**src/rtl/fifo_stream_reader_if.sv**
```systemverilog
// Bus bundle for fifo_stream_reader: FIFO read port plus the outgoing valid/ready stream.
// master = the reader, slave = the FIFO/consumer side.
interface fifo_stream_reader_if #(
    parameter int DW = 32
);
    logic          fifo_read;
    logic [DW-1:0] fifo_rdata;
    logic          fifo_empty;
    logic          m_valid;
    logic          m_ready;
    logic [DW-1:0] m_data;
    logic          m_last;

    modport master (
        output fifo_read,
        input  fifo_rdata,
        input  fifo_empty,
        output m_valid,
        input  m_ready,
        output m_data,
        output m_last
    );

    modport slave (
        input  fifo_read,
        output fifo_rdata,
        output fifo_empty,
        input  m_valid,
        output m_ready,
        input  m_data,
        input  m_last
    );
endinterface

```
**src/rtl/fifo_stream_reader.sv**
```systemverilog
// Drains a programmed number of FIFO words onto a valid/ready stream through a 2-entry buffer.
// Defining FIFO_RD_TIMEOUT_EN adds a stall timeout that raises a sticky err and ends the transfer.
module fifo_stream_reader #(
    parameter int DW          = 32,
    parameter int LENW        = 16,
    parameter int TIMEOUT_CYC = 1024
) (
    input  logic                 clk,
    input  logic                 nrst,
    input  logic                 start,
    input  logic [LENW-1:0]      len,
    output logic                 busy,
    output logic                 done,
    output logic                 err,
    fifo_stream_reader_if.master bus
);
    typedef enum logic [1:0] {IDLE, RUN, DONE} state_t;
    state_t state, state_nxt;

    logic [LENW-1:0] issue_rem;
    logic [LENW-1:0] send_rem;
    logic            inflight;
    logic [1:0]      buf_cnt;
    logic            rd_ptr;
    logic            wr_ptr;
    logic [DW-1:0]   buf_q [2];
    logic            rd_en;
    logic            pop;
    logic            accept;
    logic            timeout;
    logic            m_valid;
    logic [2:0]      occ;

    assign m_valid = (buf_cnt != 2'd0);
    assign pop     = m_valid && bus.m_ready;
    assign accept  = (state == IDLE) && start;
    // Words that will sit in the buffer after this edge if no new read is issued
    assign occ     = {1'b0, buf_cnt} + {2'b00, inflight} - {2'b00, pop};

    always_ff @(posedge clk or negedge nrst) begin
        if (!nrst) state <= IDLE;
        else       state <= state_nxt;
    end

    always_comb begin
        state_nxt = state;
        case (state)
            IDLE:    if (start) state_nxt = (len != '0) ? RUN : DONE;
            RUN:     if ((pop && (send_rem == LENW'(1))) || timeout) state_nxt = DONE;
            DONE:    state_nxt = IDLE;
            default: state_nxt = IDLE;
        endcase
    end

    always_comb begin
        busy  = (state != IDLE);
        done  = (state == DONE);
        rd_en = (state == RUN) && !bus.fifo_empty && (issue_rem != '0) && (occ < 3'd2);
    end

    always_ff @(posedge clk or negedge nrst) begin
        if (!nrst) begin
            issue_rem <= '0;
            send_rem  <= '0;
            inflight  <= 1'b0;
            buf_cnt   <= 2'd0;
            rd_ptr    <= 1'b0;
            wr_ptr    <= 1'b0;
            buf_q[0]  <= '0;
            buf_q[1]  <= '0;
        end else if (timeout) begin
            // Abandon the transfer: buffered and in-flight words are dropped
            issue_rem <= '0;
            send_rem  <= '0;
            inflight  <= 1'b0;
            buf_cnt   <= 2'd0;
            rd_ptr    <= 1'b0;
            wr_ptr    <= 1'b0;
        end else begin
            inflight <= rd_en;
            if (accept) begin
                issue_rem <= len;
                send_rem  <= len;
            end else begin
                if (rd_en) issue_rem <= issue_rem - LENW'(1);
                if (pop)   send_rem  <= send_rem - LENW'(1);
            end
            if (inflight) begin
                buf_q[wr_ptr] <= bus.fifo_rdata;
                wr_ptr        <= ~wr_ptr;
            end
            if (pop) rd_ptr <= ~rd_ptr;
            case ({inflight, pop})
                2'b10:   buf_cnt <= buf_cnt + 2'd1;
                2'b01:   buf_cnt <= buf_cnt - 2'd1;
                default: buf_cnt <= buf_cnt;
            endcase
        end
    end

`ifdef FIFO_RD_TIMEOUT_EN
    localparam int SW = $clog2(TIMEOUT_CYC) + 1;
    logic [SW-1:0] stall_cnt;

    assign timeout = (state == RUN) && !rd_en && !pop && (stall_cnt == SW'(TIMEOUT_CYC - 1));

    always_ff @(posedge clk or negedge nrst) begin
        if (!nrst) begin
            stall_cnt <= '0;
            err       <= 1'b0;
        end else begin
            if ((state != RUN) || rd_en || pop) stall_cnt <= '0;
            else                                stall_cnt <= stall_cnt + SW'(1);
            if (accept)       err <= 1'b0;
            else if (timeout) err <= 1'b1;
        end
    end
`else
    assign timeout = 1'b0;
    assign err     = 1'b0;
`endif

    assign bus.fifo_read = rd_en;
    assign bus.m_valid   = m_valid;
    assign bus.m_data    = buf_q[rd_ptr];
    assign bus.m_last    = m_valid && (send_rem == LENW'(1));
endmodule

```
**src/flat_wrapper.sv**
```systemverilog
// flat-port wrapper written by rule: the top's interface ports become plain ports
module fifo_stream_reader_flat 
#(
    parameter int DW          = 32,
    parameter int LENW        = 16,
    parameter int TIMEOUT_CYC = 1024
)
  (clk, nrst, start, len, busy, done, err, bus_fifo_read, bus_fifo_rdata, bus_fifo_empty, bus_m_valid, bus_m_ready, bus_m_data, bus_m_last);
  fifo_stream_reader_if #(.DW(DW)) bus_i ();
  input  logic clk;
  input  logic nrst;
  input  logic start;
  input  logic [LENW-1:0] len;
  output logic busy;
  output logic done;
  output logic err;
  output wire logic [$bits(bus_i.fifo_read)-1:0] bus_fifo_read;
  input wire logic [$bits(bus_i.fifo_rdata)-1:0] bus_fifo_rdata;
  input wire logic [$bits(bus_i.fifo_empty)-1:0] bus_fifo_empty;
  output wire logic [$bits(bus_i.m_valid)-1:0] bus_m_valid;
  input wire logic [$bits(bus_i.m_ready)-1:0] bus_m_ready;
  output wire logic [$bits(bus_i.m_data)-1:0] bus_m_data;
  output wire logic [$bits(bus_i.m_last)-1:0] bus_m_last;
  assign bus_fifo_read = bus_i.fifo_read;
  assign bus_i.fifo_rdata = bus_fifo_rdata;
  assign bus_i.fifo_empty = bus_fifo_empty;
  assign bus_m_valid = bus_i.m_valid;
  assign bus_i.m_ready = bus_m_ready;
  assign bus_m_data = bus_i.m_data;
  assign bus_m_last = bus_i.m_last;
  fifo_stream_reader #(.DW(DW), .LENW(LENW), .TIMEOUT_CYC(TIMEOUT_CYC)) u_core (.clk(clk), .nrst(nrst), .start(start), .len(len), .busy(busy), .done(done), .err(err), .bus(bus_i));
endmodule
```
**config.mk**
```make
export PLATFORM = sky130hd
export DESIGN_NAME = fifo_stream_reader_flat
export DESIGN_NICKNAME = d
export VERILOG_FILES = /design/src/rtl/fifo_stream_reader_if.sv /design/src/rtl/fifo_stream_reader.sv /design/src/flat_wrapper.sv
export SDC_FILE = /design/constraint.sdc
export NUM_CORES = 1
export LEC_CHECK = 0
export CORE_UTILIZATION = 35
export CTS_BUF_LIST = sky130_fd_sc_hd__clkbuf_2
export CTS_CLUSTER_SIZE = 28
export DETAILED_ROUTE_END_ITERATION = 10
export GPL_TIMING_DRIVEN = 0
export SLEW_MARGIN = 20
export SYNTH_ARGS = -nofsm -noshare
export SYNTH_HDL_FRONTEND = slang
export SYNTH_SLANG_ARGS = --single-unit
```
**constraint.sdc**
```tcl
create_clock -name clk -period 4.7 [get_ports clk]
set_input_delay 0.94 -clock clk [delete_from_list [all_inputs] [get_ports clk]]
set_output_delay 0.94 -clock clk [all_outputs]
set_load 0.05 [all_outputs]
```
# Word level (Yosys, flattened, before mapping)
# Cells that the tools add are included.
# totals
ff_bits	103
inputBits	53
output_inout_bits	38
elab_cells	63
# op_classes
n_addsub	6
order_cmp	4
eq_ne	7
n_mux	15
bitwise	4
reduce_logical	18
# ops
operator	count
$mux W32	4
$bwmux W64	1
$mux W16	4
$demux W32 S1	1
$reduce_bool A16 Y1	2
$sub A16 B1 Y16 const B	2
$eq A16 B1 Y1 const B	1
$reduce_bool A2 Y1	5
$logic_and A1 B1 Y1	8
$pmux W2 S2	2
$mux W2	3
$eq A2 B1 Y1 const B	2
$eq A2 B2 Y1 const B	2
$ge A2 B2 Y1 const B	2
$not A1 Y2	2
$add A2 B1 Y3	1
$lt A3 B2 Y1 const B	1
$sub A3 B1 Y3	1
$add A2 B1 Y2 const B	1
$logic_not A2 Y1	1
$lt A2 B1 Y1 const B	1
$ne A2 B1 Y1 const B	1
$ne A2 B2 Y1 const B	1
$not A1 Y1	2
3 further kinds	3

# Logic depth before layout (Yosys ltp)
# depth
ltp_word	7
ltp_mapped	13
mapped_depth_nobuf	9

# Least setup slack after synthesis
# No wires, ideal clock.
# synth_timing
path_type	in2out
from	input port bus_m_ready
to	output port bus_fifo_read
arrival_time_ns	2.923
required_ns	3.760
setup_slack_ns	0.837
stages	10
n_path_buf	3
cell_sequence	o21a_1 clkbuf_1 nor2b_1 fa_1 and4bb_1 nand2_1 or2_1 buf_2 buf_6 inv_2
# synth_between
elab_chain_cells	4
# synth_rtl
element	line	source
start, declared	flat_wrapper.sv:21	input wire logic [$bits(bus_i.m_ready)-1:0] bus_m_ready;
$logic_and A1 B1 Y1	fifo_stream_reader.sv:35	assign pop = m_valid && bus.m_ready;
$sub A3 B1 Y3	fifo_stream_reader.sv:38	assign occ = {1'b0, buf_cnt} + {2'b00, inflight} - {2'b00, pop};
$lt A3 B2 Y1	fifo_stream_reader.sv:58	rd_en = (state == RUN) && !bus.fifo_empty && (issue_rem != '0) && (occ < 3'd2);
$logic_and A1 B1 Y1	fifo_stream_reader.sv:58	
end, declared	flat_wrapper.sv:17	output wire logic [$bits(bus_i.fifo_read)-1:0] bus_fifo_read;
# Every way passes these cells.

# Worst setup path in the final report
# layout_timing
from	register u_core.buf_cnt[1]
to	output port bus_fifo_read
# layout_between
elab_chain_cells	5
elab_cells_between_ends	6
classes_between	add/sub: 2; order compare: 1; reduce/logical: 3
# layout_rtl
element	line	source
start, declared	fifo_stream_reader.sv:23	logic [1:0] buf_cnt;
start signal, assigned	fifo_stream_reader.sv:94	2'b10: buf_cnt <= buf_cnt + 2'd1;
start signal, assigned	fifo_stream_reader.sv:95	2'b01: buf_cnt <= buf_cnt - 2'd1;
start signal, assigned	fifo_stream_reader.sv:96	default: buf_cnt <= buf_cnt;
branches (longest 2 deep; another with $add A2 B1 Y3)	n/a	
$sub A3 B1 Y3 *	fifo_stream_reader.sv:38	
$lt A3 B2 Y1 *	fifo_stream_reader.sv:58	
$logic_and A1 B1 Y1 *	fifo_stream_reader.sv:58	
# Mark *: on every way between the ends.

==> impl_metrics.py <==
metrics = {
    "clocking": {
        "htree_levels": 3,
        "postCtsSetupRepairBufs": 0,
        "cts_hold_buf": 0,
        "cts_buffer_depth": 2,
        "clkSlewWorstSetupHoldPaths_ps": 300,
        "cts_sinks": 103,
        "clk_latency_ps": 630,
        "clk_root_buffer_cell": "clkbuf_2",
        "cts_tree": "built",
        "cts_buffers": 9,
    },
    "timing": {
        "maxSlewHeadroom_pct": 55.4,
        "setup_violations": 0,
        "finalMaxSlewViolations": 0,
        "setup_tns_ps": 0,
        "rsz0062_at_grt": "no",
        "fin_crit_ps": 4370,
        "clock_skew_ps": 38.3,
        "period_share_pct": 93.0,
        "finalHoldViolCount": 0,
        "max_freq_mhz": 229,
        "tightest_slew_ps": 670,
    },
    "critical_path": {
        "startpoint_type": "register",
        "crit_fanout": 10,
        "cpMostUsedCell": "buf_2",
        "crit_path_end_kind": "output pin",
        "crit_path_max_incr_delay_ps": 540,
        "cp_slowest_cell": "dfrtp_1",
        "startpoint": "u_core.buf_cnt[1]$_DFFE_PN0N_",
        "crit_arrival_ps": 3430,
        "rrSetupSlack_ps": 1670,
        "crit_type": "register to output pin",
        "path_cells": "o21a_1, buf_2, nor2b_1, fa_1, and4bb_1, nand2_2, or2_1, buf_2, buf_6, inv_2, buf_4",
        "cp.required_ps": 3760,
        "r2r_start": "u_core.buf_cnt[1]$_DFFE_PN0N_",
    },
    "power_and_ir_drop": {
        "power_density_mw_per_mm2": 766,
        "leakage_uw": 0.00259,
        "vdd.ir_drop.worst_mv": 0.271,
    },
    "place": {
        "dp_cells": 697,
        "gp_congestion": 0.815,
        "dp_hpwl_um": 8370,
        "port_buffers": 89,
    },
    "die": {
        "die_x_um": 122,
        "io_pins": 91,
        "start_util_pct": 36.1,
        "core_area_mm2": 0.0140,
        "die_h_um": 122,
        "rows": 43,
        "dieArea_mm2": 0.0149,
    },
    "synthesis": {
        "synth_commonest_cells": "103 x dfrtp_1, 96 x mux2_2, 32 x nand2_1",
        "synth_top_area_share_pct": 51.0,
        "netlist_instances": 427,
        "ys_top_cells_by_area": "dfrtp_1 51%, mux2_2 21%, nand2_1 2.4%, xnor2_1 1.9%, xor2_1 1.9%",
        "synth_area_leader_cell": "dfrtp_1",
        "ys_seq_area_share_pct": 51.0,
        "yosys_warnings": 0,
        "synth_cell_types": 52,
        "yosys_most_used_dff": "dfrtp_1",
        "ys_seq_elements": 103,
        "postSynth.asyncResetShare_pct": 100,
        "synthMostInstantiatedCell": "dfrtp_1",
        "avgSynthCellArea_um2": 11.8,
        "synth_area_mm2": 0.00505,
        "syn_nets": 485,
        "synth_edf_count": 0,
    },
    "detailed_routing": {
        "wirelength_um": 11600,
        "drt-initial-drc-count": 118,
        "wl_per_cell_um": 16.2,
        "drc": 0,
        "vias": 3624,
        "ant_nets": 0,
        "avgViaCountPerCell": 5.09,
        "dr.pass1.iters": 5,
    },
    "run_status": {
        "status": "finished, final reports clean",
    },
    "finish": {
        "area_growth_pct": 25.6,
        "fin_cells": 712,
        "fillCellCount": 1325,
        "diodes": 0,
        "nets": 585,
        "drive_gt1_share_pct": 24.6,
    },
    "grt": {
        "grt_overflow_total": 0,
        "grt_max_degree": 59,
        "grt_pass1_wl_um": 18900,
        "antenna_found_initial": 0,
        "grt_pass1_vias": 3817,
        "track_usage_pct": 16.5,
    },
    "min_path": {
        "hold_class": "input pin to async pin",
    },
    "flow_run": {
        "maxCapViolCount": 0,
    },
}
-- critical path: cells and delay by family (launching register included) --
| family | cells | cell delay (ps) |
|---|---|---|
| buffers and inverters | 5 | 780 |
| and+or+nand+nor | 4 | 760 |
| DFF | 1 | 540 |
| adders and majority gates | 1 | 520 |
| AOI/OAI and AO/OA | 1 | 230 |
-- final timing paths --
| kind | cells after the start | to |
|---|---|---|
| setup / recovery | 11 | bus_fifo_read |
| hold / removal | 1 | u_core.buf_q[52]$_DFFE_PN0P_ |
| setup reg to reg | 11 | u_core.issue_rem[8]$_DFFE_PN0P_ |
| hold reg to reg | 1 | u_core.wr_ptr$_DFFE_PN0P_ |
| max in group asynchronous | 2 | u_core.send_rem[12]$_DFFE_PN0P_ |
| min in group clk | 1 | u_core.wr_ptr$_DFFE_PN0P_ |
-- cell usage in the layout, fill, tap and decap left out, types with 3 or more instances in the layout --
master           count
dfrtp_1            103
o211ai_1             5
xnor2_1             11
nor3b_1              3
and2_1               4
buf_1                6
nor3_1              12
o21ai_1             13
mux2_2              96
nor2b_1              4
xor2_1              11
buf_4                4
a21o_1               7
nand2_1             31
clkbuf_2            10
or4_1                3
nand3_1              7
o21ai_0             17
nor2_1              15
clkbuf_1            10
nand3b_1             3
inv_1                7
ha_1                 4
nor4_1               8
a21oi_1              4
a221o_1              3
clkdlybuf4s50_1     86
o41ai_1              3
buf_6                3
-- timing repair --
action / in CTS / in global routing
gates resized for setup: 8 / 2
pin swaps: 0 / 0
hold endpoints to repair: 0 / 0
setup endpoints to repair: 1 / 1
-- state kept, by name, summed over array words and instances (netlist names) --
name              flops
u_core.buf_q         64
u_core.state          2
u_core.rd_ptr         1
u_core.wr_ptr         1
u_core.buf_cnt        2
u_core.issue_rem     16
u_core.inflight       1
u_core.send_rem      16
-- stage by stage --
stage          total power, uW  area (um2)  utilization (%)  hold slack [ps]  worst slack (ps)
2_1_floorplan             3590        5050                -              453               837
3_5_place_dp              4390        6190             44.3              481              -687
6_report                  4860        6340             45.4              189               330
3_3_place_gp              4320        6170             44.1              475             -1210
5_1_grt                   5180        6340             45.4              104              73.1
4_1_cts                   4920        6350             45.4              127              52.1
-- routing by layer --
layer / GRT usage (%) / part of all wire [%]
met1: 21.4 / 46
met3: 4.17 / 5.0
met5: 0 / 0
met2: 26.9 / 47
met4: 5.64 / 1.5
-- logic make-up (layout without fill, tap and decap cells) --
| kind of cell | after synthesis | after routing | share of synthesized area, % |
|---|---|---|---|
| AO/OA/AOI/OAI | 60 | 60 | 7.48 |
| XOR/XNOR | 22 | 22 | 3.82 |
| adder cells (fa/ha/maj) | 5 | 5 | 1.39 |
| buffers and inverters | 32 | 137 | 2.92 |
| flip-flops | 103 | 103 | 51.0 |
| multiplexers | 96 | 96 | 21.4 |
| other | 1 | 1 | 0.0743 |
| AND/OR/NAND/NOR | 108 | 108 | 11.9 |
-- final cells by class --
cell class | count | area [um2] | share of cell area [%]
timing repair buffer | 90 | 920 | 14.5
clock inverter | 6 | 100 | 1.58
clock buffer | 10 | 50.0 | 0.789
multi-input combinational | 292 | 2330 | 36.7
sequential | 103 | 2580 | 40.6
buffer | 23 | 115 | 1.81
inverter | 8 | 30.0 | 0.473
tap | 180 | 225 | 3.55
-- power by group --
part           leakage, uW  switching, uW  internal [uW]  total [uW]
clock            0.0000906            320            189         509
sequential         0.00124            260           1290        1550
combinational      0.00126           1590           1210        2800
(Power assumes the default switching activity.)
